$ cat config.mk
export PLATFORM = sky130hd
export DESIGN_NAME = dma_reg_responder
export DESIGN_NICKNAME = d
export VERILOG_FILES = /design/src/rtl/dma_reg_pkg.sv /design/src/rtl/dma_reg_responder_beat_timer.sv /design/src/rtl/dma_reg_responder.sv
export SDC_FILE = /design/constraint.sdc
export NUM_CORES = 1
export LEC_CHECK = 0
export ABC_AREA = 1
export CAP_MARGIN = 0
export CORE_ASPECT_RATIO = 0.75
export CORE_MARGIN = 2
export CORE_UTILIZATION = 40
export DETAILED_ROUTE_END_ITERATION = 10
export DONT_BUFFER_PORTS = 1
export PLACE_DENSITY = 0.56
export SYNTH_ARGS = -nofsm -noshare
export SYNTH_HDL_FRONTEND = slang
export SYNTH_HIERARCHICAL = 1
export SYNTH_SLANG_ARGS = --single-unit
$ cat constraint.sdc
create_clock -name clk -period 1.92 [get_ports clk]
set_clock_uncertainty 0.1 [all_clocks]
set_input_delay 0.48 -clock clk [delete_from_list [all_inputs] [get_ports clk]]
set_output_delay 0.48 -clock clk [all_outputs]
set_load 0.02 [all_outputs]
$ cat src/rtl/dma_reg_pkg.sv
// Shared definitions for the DMA register responder:
// register offsets, CTRL/STATUS bit positions and FSM states.
package dma_reg_pkg;

    localparam logic [7:0] CTRL_OFF = 8'h00;
    localparam logic [7:0] SRC_OFF  = 8'h04;
    localparam logic [7:0] DST_OFF  = 8'h08;
    localparam logic [7:0] LEN_OFF  = 8'h0C;
    localparam logic [7:0] STAT_OFF = 8'h10;
    localparam logic [7:0] PROG_OFF = 8'h14;
    localparam logic [7:0] ID_OFF   = 8'h18;

    localparam int CTRL_START  = 0;
    localparam int CTRL_IRQ_EN = 1;
    localparam int CTRL_ABORT  = 2;

    localparam int STAT_BUSY = 0;
    localparam int STAT_DONE = 1;
    localparam int STAT_ERR  = 2;
    localparam int STAT_REM  = 16;

    typedef enum logic {
        IDLE,
        RUN
    } dma_state_e;

endpackage

$ cat src/rtl/dma_reg_responder_beat_timer.sv
// Step counter: raises beat on the last of every STEP_CYCLES
// enabled cycles.
module dma_beat_timer #(
    parameter int STEP_CYCLES = 1
) (
    input  logic clk,
    input  logic rst,
    input  logic en,
    input  logic clr,
    output logic beat
);

    localparam int CW = (STEP_CYCLES > 1) ? $clog2(STEP_CYCLES) : 1;
    localparam logic [CW-1:0] LAST = CW'(STEP_CYCLES - 1);

    logic [CW-1:0] cnt;

    always_ff @(posedge clk) begin
        if (rst || clr || !en) begin
            cnt <= '0;
        end else if (cnt == LAST) begin
            cnt <= '0;
        end else begin
            cnt <= cnt + 1'b1;
        end
    end

    assign beat = en & (cnt == LAST);

endmodule

$ cat src/rtl/dma_reg_responder.sv
// DMA register-bus responder: config registers, transfer FSM
// and registered read data.
import dma_reg_pkg::*;

module dma_reg_responder #(
    parameter int          ADDR_W      = 32,
    parameter int          DATA_W      = 32,
    parameter int          LEN_W       = 16,
    parameter int          STEP_CYCLES = 1,
    parameter logic [31:0] ID_VALUE    = 32'hD3A0_0001
) (
    input  logic              clk,
    input  logic              rst,
    input  logic              wr_en,
    input  logic              rd_en,
    input  logic [ADDR_W-1:0] addr,
    input  logic [DATA_W-1:0] wdata,
    output logic [DATA_W-1:0] rdata,
    output logic              busy,
    output logic              beat,
    output logic [ADDR_W-1:0] cur_src,
    output logic [ADDR_W-1:0] cur_dst,
    output logic              irq
);

    dma_state_e state, state_nxt;

    logic              irq_en, done, err;
    logic [ADDR_W-1:0] src, dst;
    logic [LEN_W-1:0]  len, remaining, progress;

    logic [7:0]        off;
    logic              unused_addr;
    logic              mapped;
    logic [DATA_W-1:0] rd_mux;

    logic wr_ctrl, wr_src, wr_dst, wr_len, wr_stat;
    logic start_req, abort_hit, start_ok;
    logic timer_beat, beat_hit, last_beat, err_set;

    assign off         = {addr[7:2], 2'b00};
    assign unused_addr = ^{addr[ADDR_W-1:8], addr[1:0]};

    assign wr_ctrl = wr_en && (off == CTRL_OFF);
    assign wr_src  = wr_en && (off == SRC_OFF);
    assign wr_dst  = wr_en && (off == DST_OFF);
    assign wr_len  = wr_en && (off == LEN_OFF);
    assign wr_stat = wr_en && (off == STAT_OFF);

    assign busy = (state == RUN);
    assign irq  = irq_en & done;

    // ABORT beats START when both bits land in one write
    assign start_req = wr_ctrl & wdata[CTRL_START] & ~wdata[CTRL_ABORT];
    assign abort_hit = wr_ctrl & wdata[CTRL_ABORT] & busy;
    assign start_ok  = start_req & ~busy & (len != '0);

    dma_beat_timer #(
        .STEP_CYCLES(STEP_CYCLES)
    ) u_timer (
        .clk (clk),
        .rst (rst),
        .en  (busy),
        .clr (abort_hit),
        .beat(timer_beat)
    );

    assign beat_hit  = timer_beat & ~abort_hit & ~rst;
    assign beat      = beat_hit;
    assign last_beat = beat_hit & (remaining == LEN_W'(1));

    assign err_set = (start_req & (busy | (len == '0)))
                   | abort_hit
                   | ((wr_src | wr_dst | wr_len) & busy)
                   | (wr_en & ~mapped);

    always_comb begin
        rd_mux = '0;
        mapped = 1'b1;
        unique case (off)
            CTRL_OFF: rd_mux[CTRL_IRQ_EN] = irq_en;
            SRC_OFF:  rd_mux = DATA_W'(src);
            DST_OFF:  rd_mux = DATA_W'(dst);
            LEN_OFF:  rd_mux = DATA_W'(len);
            STAT_OFF: begin
                rd_mux[STAT_BUSY]           = busy;
                rd_mux[STAT_DONE]           = done;
                rd_mux[STAT_ERR]            = err;
                rd_mux[STAT_REM +: LEN_W]   = remaining;
            end
            PROG_OFF: rd_mux = DATA_W'(progress);
            ID_OFF:   rd_mux = DATA_W'(ID_VALUE);
            default:  mapped = 1'b0;
        endcase
    end

    always_ff @(posedge clk) begin
        if (rst) begin
            state <= IDLE;
        end else begin
            state <= state_nxt;
        end
    end

    always_comb begin
        state_nxt = state;
        unique case (state)
            IDLE: if (start_ok) state_nxt = RUN;
            RUN:  if (abort_hit || last_beat) state_nxt = IDLE;
        endcase
    end

    always_ff @(posedge clk) begin
        if (rst) begin
            irq_en    <= 1'b0;
            done      <= 1'b0;
            err       <= 1'b0;
            src       <= '0;
            dst       <= '0;
            len       <= '0;
            remaining <= '0;
            progress  <= '0;
            cur_src   <= '0;
            cur_dst   <= '0;
            rdata     <= '0;
        end else begin
            if (wr_ctrl) irq_en <= wdata[CTRL_IRQ_EN];
            if (wr_src && !busy) src <= ADDR_W'(wdata);
            if (wr_dst && !busy) dst <= ADDR_W'(wdata);
            if (wr_len && !busy) len <= LEN_W'(wdata);

            if (start_ok) begin
                cur_src   <= src;
                cur_dst   <= dst;
                remaining <= len;
                progress  <= '0;
            end else if (beat_hit) begin
                cur_src   <= cur_src + ADDR_W'(4);
                cur_dst   <= cur_dst + ADDR_W'(4);
                remaining <= remaining - 1'b1;
                progress  <= progress + 1'b1;
            end

            // hardware sets take priority over W1C clears
            if (last_beat) begin
                done <= 1'b1;
            end else if (start_ok || (wr_stat && wdata[STAT_DONE])) begin
                done <= 1'b0;
            end

            if (err_set) begin
                err <= 1'b1;
            end else if (wr_stat && wdata[STAT_ERR]) begin
                err <= 1'b0;
            end

            if (rd_en) rdata <= rd_mux;
        end
    end

endmodule
==> results.md, run 1 <==
- RSZ-0062 raised after global routing: true
- Total I/O pin count: 167
- Critical path endpoint category: primary output
- DR DRC count: 0
- Placed wire-length estimate after detailed placement: 31740 µm
- Worst hold path type: in2reg
- Critical path peak fanout: 6
- Most frequent cell after synthesis: sky130_fd_sc_hd__nand2_1
- Path length in cells of the critical path: 4
- Fillers: 3031
- Top cells by area, synth: sky130_fd_sc_hd__dfxtp_1 36%, sky130_fd_sc_hd__nand2_1 16%, sky130_fd_sc_hd__nor2_1 12%, sky130_fd_sc_hd__nand3_1 5.9%, sky130_fd_sc_hd__inv_1 4.8%
- Reg2Reg Depth: 13
- Global route total overflow: 0
- Initial standard-cell utilization of the core: 0.4043
- Number of placed instances with taps included: 2334
- Post-synth EDFFs: 0
- Launch point of the worst reg-to-reg path: len[0]$_SDFFE_PP0P_
- 1st-pass router iterations: 5
- Clock transition time at the flip-flop clock pins of the worst setup and hold paths: 0.06 ns
- Worst path setup slack after routing: -0.1735 ns
- Gate Count Post-Synth: 1866
- Pwr per Cell Area: 646.0 mW/mm²
- CTS buffer count: 25
- Top cell types by occurrence after synthesis: 503 x sky130_fd_sc_hd__nand2_1, 374 x sky130_fd_sc_hd__nor2_1, 213 x sky130_fd_sc_hd__dfxtp_1
- Clock latency at the later pin of the worst-skew pair: 0.55 ns
- Kind of cell adding the most delay to the critical path: simple AND/OR/NAND/NOR gates
- Run status: finished with violations
- Final cell count without fillers: 2423
- TritonCTS clock tree: yes
- Routed via count: 12.73k
- Relative slew margins: 0.4754
- Reg2Reg Setup Slack: 0.09 ns
- Max-capacitance violation count: 0
- Number of nets still failing antenna checks after routing: 0
- Start-to-end type of the worst setup path: reg2out
- Clock H-tree levels: 1
- Final core utilization: 0.5094
- Antenna violations before repair: 0
- Net count of the mapped netlist: 1939
- Hold Buf Count CTS: 33
- Setup-violating endpoint count in the final report: 1
- Max-slew violation total from the final report: 0
- Sink count of the clock tree: 213
- Crit path DAT: 1.51 ns
- Synth Register Bits: 213
- First-iteration detailed-routing DRC count: 1306
- Endpoint required time on the critical path: 1.34 ns
- Share of cells above drive strength 1: 0.1413
- Total core area: 0.02892 mm²
- DIE HEIGHT: 152.1 µm
- Clock Path Buffers: 3
- CP Buf/Inv Count: 1
- Yosys top cell by area: sky130_fd_sc_hd__dfxtp_1
- Via count normalized by instance count: 5.252
- Peak supply drop: 615.5 µV
- Syn avg cell area: 6.266 µm²
- End of the critical path: beat
- Standard-cell rows: 54
- Via count of the first global-routing pass: 11.47k
- Launching instance or port of the critical path: busy$_SDFF_PP0_
- Final period demand of the worst path: 2.093 ns
- Yosys cell types: 41
- Final worst hold slack: -0.07750 ns
- Synthesis-to-layout area growth: 25.98%
- Number of antenna diodes: 0
- First-pass GRT wire length: 67250 µm
- Violations in the final reports: hold timing, setup timing
- Worst slew pin tran: 0.7842 ns
- Number of port buffers: 0
- Largest net degree at the start of global routing: 111
- Area of the multi-input gates: 0.006629 mm²
- Cell at the slowest stage of the critical path: sky130_fd_sc_hd__dfxtp_4
- Post-DR wirelength/cell: 18.24 µm
- Hold Violations, Final: 29
- GRT Total Usage: 0.2780
- Final Net Count: 2087
- Fraction of synthesized cell area taken by the top area cell type: 0.3647
- Register cell area after layout: 0.004272 mm²
- Cell at the root of the clock tree: sky130_fd_sc_hd__clkbuf_16
- Most frequently used flop master after synthesis: sky130_fd_sc_hd__dfxtp_1
- Cells traversed along the worst timing path: buf_6, nand4_4, nand2_4, nor2_4
- Synth warnings: 6
- Die width: 201.4 µm
- Post-synthesis cell area: 0.01169 mm²
- Last weighted congestion value of the routability-driven placer: 0.9114
- Capturing point of the worst reg2reg path: cur_src[22]$_SDFFE_PP0P_
- Lkg Pwr: 6.170 nW
- Largest stage delay on the critical path: 0.36 ns
- Total wirelength of the detailed-routed design: 44190 µm
- Share of the clock period used by the worst path: 1.090
- Die Outline Area: 0.03063 mm²
- Max Fclk: 0.4777 GHz
- Worst Setup Start Kind: flop
- Async set or reset register ratio after synthesis: 0
- Sequential area share after synthesis: 0.3647
-- report_power, final --
group / total (W) / internal, W / switching, W
clock: 0.00480 / 0.00278 / 0.00202
sequential: 0.00446 / 0.00444 / 0.0000224
combinational: 0.000261 / 0.0000953 / 0.000166
total: 0.00952 / 0.00731 / 0.00221
-- layout by cell type, fill, tap and decap left out, types with 8 or more instances in the layout --
cell type and instances:
sky130_fd_sc_hd__nand2_1 489, sky130_fd_sc_hd__nor2_1 355, sky130_fd_sc_hd__dfxtp_1 209, sky130_fd_sc_hd__buf_4 150, sky130_fd_sc_hd__inv_1 146, sky130_fd_sc_hd__nand3_1 138
sky130_fd_sc_hd__o21ai_0 102, sky130_fd_sc_hd__a21oi_1 92, sky130_fd_sc_hd__dlygate4sd3_1 33, sky130_fd_sc_hd__nor3_1 31, sky130_fd_sc_hd__xor2_1 30, sky130_fd_sc_hd__clkbuf_16 29
sky130_fd_sc_hd__nand3b_1 17, sky130_fd_sc_hd__nor2_2 16, sky130_fd_sc_hd__buf_12 16, sky130_fd_sc_hd__a211oi_1 15, sky130_fd_sc_hd__nor2_4 13, sky130_fd_sc_hd__xnor2_1 13
sky130_fd_sc_hd__a22o_1 13, sky130_fd_sc_hd__nand2_2 12, sky130_fd_sc_hd__o211ai_1 12, sky130_fd_sc_hd__nor3_2 11, sky130_fd_sc_hd__nand4_1 11, sky130_fd_sc_hd__o21ai_1 9
sky130_fd_sc_hd__inv_2 8
-- cell families after synthesis --
| logic type | count (synthesis) | synth area share |
|---|---|---|
| AOI/OAI and AO/OA | 253 | 0.1204 |
| xor gates and xnor gates | 43 | 0.03221 |
| adders and majority gates | 5 | 0.005350 |
| buffers and inverters | 246 | 0.08721 |
| DFF | 213 | 0.3647 |
| other | 1 | 0.0003207 |
| and+or+nand+nor | 1105 | 0.3898 |
-- cell type report --
cell class / instances / area share
Clock inverter: 9 / 0.006880
Multi-Input combinational cell: 1407 / 0.4500
Timing Repair Buffer: 210 / 0.1328
Clock buffer: 35 / 0.04706
Inverter: 157 / 0.04001
Sequential cell: 213 / 0.2900
Tap cell: 392 / 0.03330
-- what timing repair did --
action | in CTS | in global routing
setup buffers | 4 | 4
gates resized for setup | 10 | 57
endpoints found under the setup margin | 17 | 87
cloned | 0 | 4
hold endpoints to repair | 143 | 92
pin swaps | 4 | 11
-- state kept, by name, summed over array words and instances, names as in the netlist --
signal,flops
src,32
cur_src,32
irq_en,1
len,16
err,1
dst,32
done,1
u_timer/cnt,1
progress,16
cur_dst,32
busy,1
rdata,32
remaining,16
-- per-stage QoR --
stage	area, µm²	worst slack [ns]	setup TNS (ns)	power [W]
after detailed placement	13210	-0.1901	-6.060	0.004754
after global routing	14730	-0.2054	-0.3535	0.009764
after global placement	13210	-0.1347	-3.575	0.004752
after CTS	14400	-0.1913	-0.1913	0.009560
after floorplan	11710	-0.0005296	-0.0005296	0.004703
final	14730	-0.1735	-0.1735	0.009516
-- worst min-delay path by stage --
stage	startpoint	end	slack, ns	cells after the start
after CTS	rst	busy$_SDFF_PP0_	-0.10	1
after floorplan	src[0]$_SDFFE_PP0P_	cur_src[0]$_SDFFE_PP0P_	0.34	2
after global routing	rst	busy$_SDFF_PP0_	-0.09	1
after detailed placement	remaining[1]$_SDFFE_PP0P_	remaining[1]$_SDFFE_PP0P_	0.35	2
final	rst	rdata[19]$_SDFFE_PP0P_	-0.08	1
after global placement	remaining[1]$_SDFFE_PP0P_	remaining[1]$_SDFFE_PP0P_	0.35	2
-- metal layers --
metal	track usage	wire length, µm	vias to the layer above
li1	-	-	6258
met5	0	0	-
met2	0.4039	18490	494
met3	0.06263	4216	56
met4	0.05812	887	0
met1	0.4171	20600	5918
Power figures use the tool's default switching activity.
==> run 2, diff against run 1 <==
--- a/config.mk
+++ b/config.mk
@@ -8,10 +8,10 @@
 export ABC_AREA = 1
 export CAP_MARGIN = 0
 export CORE_ASPECT_RATIO = 0.75
-export CORE_MARGIN = 2
 export CORE_UTILIZATION = 40
 export DETAILED_ROUTE_END_ITERATION = 10
 export DONT_BUFFER_PORTS = 1
+export GPL_TIMING_DRIVEN = 1
 export PLACE_DENSITY = 0.56
 export SYNTH_ARGS = -nofsm -noshare
 export SYNTH_HDL_FRONTEND = slang
==> run 2 against run 1 <==
The run still ends with hold timing, setup timing left. First-iteration DRC count down 26%. Register-to-register slack worse by 0.15 ns. Worst setup slack better by 0.072 ns. Global-route usage is 1.7 points higher. Total power grew 2.5%. Wire length rose by 1.9%. Critical path depth increased by 1. Sequential share of layout area is 0.69 points lower.
==> results.md, run 2 (same netlist as run 1, synthesis figures left out) <==
- Run status: finished with violations (unchanged)
- Violations in the final reports: hold timing, setup timing (unchanged)
- Clock H-tree levels: 1 (unchanged)
- Critical path peak fanout: 6 (unchanged)
- Comb pwr share: 0.031 (was 0.027)
- Hold Violations, Final: 2 (was 29)
- Last weighted congestion value of the routability-driven placer: 0.9136 (was 0.9114)
- Final period demand of the worst path: 2.021 ns (was 2.093 ns)
- Die width: 199.4 µm (was 201.4 µm)
- Worst hold path type: in2reg (unchanged)
- Synthesis-to-layout area growth: 28.97% (was 25.98%)
- Launch point of the worst reg-to-reg path: busy$_SDFF_PP0_ (was len[0]$_SDFFE_PP0P_)
- Area of placed instances: 0.01338 mm² (was 0.01321 mm²)
- Placed wire-length estimate after detailed placement: 32380 µm (was 31740 µm)
- Antenna violations before repair: 1 (was 0)
- Post-DR wirelength/cell: 18.40 µm (was 18.24 µm)
- Die Outline Area: 0.02993 mm² (was 0.03063 mm²)
- Pwr per Cell Area: 646.9 mW/mm² (was 646.0 mW/mm²)
- Final worst hold slack: -0.09167 ns (was -0.07750 ns)
- Via count normalized by instance count: 5.270 (was 5.252)
- First-pass GRT wire length: 67740 µm (was 67250 µm)
- Fraction of power consumed by the clock network: 0.512 (was 0.504)
- Int Pwr: 0.007530 W (was 0.007310 W)
- Sink count of the clock tree: 213 (unchanged)
- Worst path setup slack after routing: -0.1014 ns (was -0.1735 ns)
- Number of cells traversed by the worst hold path: 1 (unchanged)
- Worst slew pin tran: 0.5418 ns (was 0.7842 ns)
- Terminating pin of the worst hold path: rdata[16]$_SDFFE_PP0P_ (was rdata[19]$_SDFFE_PP0P_)
- Total core area: 0.02838 mm² (was 0.02892 mm²)
- Standard-cell rows: 53 (was 54)
- Hold Buf Count CTS: 52 (was 33)
- Total wirelength of the detailed-routed design: 45030 µm (was 44190 µm)
- Most common cell after layout, fill and taps aside: sky130_fd_sc_hd__nand2_1 (unchanged)
- Initial standard-cell utilization of the core: 0.4120 (was 0.4043)
- Cell at the root of the clock tree: sky130_fd_sc_hd__clkbuf_16 (unchanged)
- Global route total overflow: 0 (unchanged)
- Share of cells above drive strength 1: 0.1397 (was 0.1413)
- Largest net degree at the start of global routing: 89 (was 111)
- TritonCTS clock tree: yes (unchanged)
- Largest stage delay on the critical path: 0.34 ns (was 0.36 ns)
- Reg2Reg Setup Slack: -0.06 ns (was 0.09 ns)
- Critical path endpoint category: primary output (unchanged)
- Number of nets still failing antenna checks after routing: 0 (unchanged)
- Routed via count: 12.90k (was 12.73k)
- Worst Setup Start Kind: flop (unchanged)
- Cell at the slowest stage of the critical path: sky130_fd_sc_hd__dfxtp_2 (was sky130_fd_sc_hd__dfxtp_4)
- RSZ-0062 raised after global routing: true (unchanged)
- Met2 layer usage reported by global route: 0.4368 (was 0.4039)
- Total I/O pin count: 167 (unchanged)
- Clock latency at the later pin of the worst-skew pair: 0.54 ns (was 0.55 ns)
- Endpoint required time on the critical path: 1.34 ns (about the same)
- Share of the clock period used by the worst path: 1.053 (was 1.090)
- Final core utilization: 0.5313 (was 0.5094)
- Share of total power consumed by net switching: 0.2281 (was 0.2318)
- DR DRC count: 0 (unchanged)
- CTS buffer count: 24 (was 25)
- Max Fclk: 0.4947 GHz (was 0.4777 GHz)
- Max-slew violation total from the final report: 0 (unchanged)
- Max-capacitance violation count: 0 (unchanged)
- Kind of cell adding the most delay to the critical path: flip-flops (was simple AND/OR/NAND/NOR gates)
- Relative slew margins: 0.6376 (was 0.4754)
- Capturing point of the worst reg2reg path: len[7]$_SDFFE_PP0P_ (was cur_src[22]$_SDFFE_PP0P_)
- Cells traversed along the worst timing path: buf_8, nand4_4, nand2_4, nor2_4, buf_12 (was buf_6, nand4_4, nand2_4, nor2_4)
- Via count of the first global-routing pass: 11.69k (was 11.47k)
- GR met3 Demand/Resource: 0.06446 (was 0.06263)
- Sequential group share of total power: 0.457 (was 0.469)
- Top Usage Layer GRT: met2 (was met1)
- Number of port buffers: 0 (unchanged)
- Final Net Count: 2119 (was 2087)
- CP Buf/Inv Count: 2 (was 1)
- Global-route met1 utilization: 0.4355 (was 0.4171)
- Post-route cell area: 0.01508 mm² (was 0.01473 mm²)
- Leading cell types in the layout, fill and taps excluded: 497 x sky130_fd_sc_hd__nand2_1, 357 x sky130_fd_sc_hd__nor2_1, 209 x sky130_fd_sc_hd__dfxtp_1 (was 489 x sky130_fd_sc_hd__nand2_1, 355 x sky130_fd_sc_hd__nor2_1, 209 x sky130_fd_sc_hd__dfxtp_1)
- First-iteration detailed-routing DRC count: 963 (was 1306)
- Clock transition time at the flip-flop clock pins of the worst setup and hold paths: 0.07 ns (was 0.06 ns)
- Setup tns final: -0.2011 ns (was -0.1735 ns)
- 1st-pass router iterations: 5 (unchanged)
- P_sw: 0.002225 W (was 0.002206 W)
- Clock Path Buffers: 3 (unchanged)
- Peak supply drop: 535.8 µV (was 615.5 µV)
- GRT Total Usage: 0.2950 (was 0.2780)
- Reg2Reg Depth: 6 (was 13)
- Crit path DAT: 1.44 ns (was 1.51 ns)
- Setup-violating endpoint count in the final report: 5 (was 1)
- DIE HEIGHT: 150.1 µm (was 152.1 µm)
- Start-to-end type of the worst setup path: reg2out (unchanged)
- Worst min-delay path startpoint: rst (unchanged)
- Lkg Pwr: 6.421 nW (was 6.170 nW)
- Minimum setup slack after placement: -0.2047 ns (was -0.1901 ns)
run 2: changes by cell type in the layout (fill, tap and decap cells not counted), moves of 5 or more:
| cell | change |
|---|---|
| sky130_fd_sc_hd__dlygate4sd3_1 | +15 |
| sky130_fd_sc_hd__nor3_1 | +10 |
| sky130_fd_sc_hd__buf_4 | +9 |
| sky130_fd_sc_hd__nor3_2 | -9 |
| sky130_fd_sc_hd__nand2_1 | +8 |
| sky130_fd_sc_hd__nand2_2 | -8 |
| sky130_fd_sc_hd__clkbuf_1 | -6 |
| sky130_fd_sc_hd__buf_12 | +5 |
run 2: layout make-up:
type | instances | area, µm²
flip-flops and latches | 213 | 4269
clock buffers | 32 | 711.9
clock inverters | 9 | 126.4
fillers | 2906 | 13300
well taps | 385 | 481.7
diodes | 1 | 2.502
repair buffers | 243 | 2333
multi-input cells | 1407 | 6565
inverters | 157 | 589.3
run 2: routing by layer:
layer / vias to the layer above / wire (µm)
met1: 6009 / 21510
met2: 507 / 18720
met4: 0 / 803
li1: 6333 / -
met5: - / 0
met3: 46 / 3998
run 2: power groups by stage:
stage / sequential [W] / clock [W] / combinational, W
6_report: 0.00446 / 0.00500 / 0.000299
5_1_grt: 0.00446 / 0.00522 / 0.000319
4_1_cts: 0.00446 / 0.00504 / 0.000286
3_5_place_dp: 0.00456 / 0 / 0.000201
3_3_place_gp: 0.00456 / 0 / 0.000199
2_1_floorplan: 0.00455 / 0 / 0.000152
run 2: timing repair:
item                                    CTS  global route
cloned                                    0             4
pin swaps                                 3            16
endpoints found under the setup margin   74           109
setup buffers                             3             6
gates resized for setup                  11            42
hold endpoints to repair                143             2
run 2: worst max path at each step:
stage                        startpoint                   endpoint  slack [ns]  depth (start not counted)
floorplan                       addr[7]                       beat     -0.0005                          7
global placement    len[8]$_SDFFE_PP0P_   cur_dst[26]$_SDFFE_PP0P_       -0.19                         12
detailed placement  len[8]$_SDFFE_PP0P_  remaining[6]$_SDFFE_PP0P_       -0.20                         12
CTS                     busy$_SDFF_PP0_                       beat       -0.13                          5
global route            busy$_SDFF_PP0_                       beat       -0.16                          5
finish                  busy$_SDFF_PP0_                       beat       -0.10                          5
run 2: per-stage QoR:
stage,std cells,power (W)
floorplan,1866,0.004703
global placement,2342,0.004756
detailed placement,2342,0.004758
CTS,2438,0.009781
global route,2447,0.01000
finish,2447,0.009755
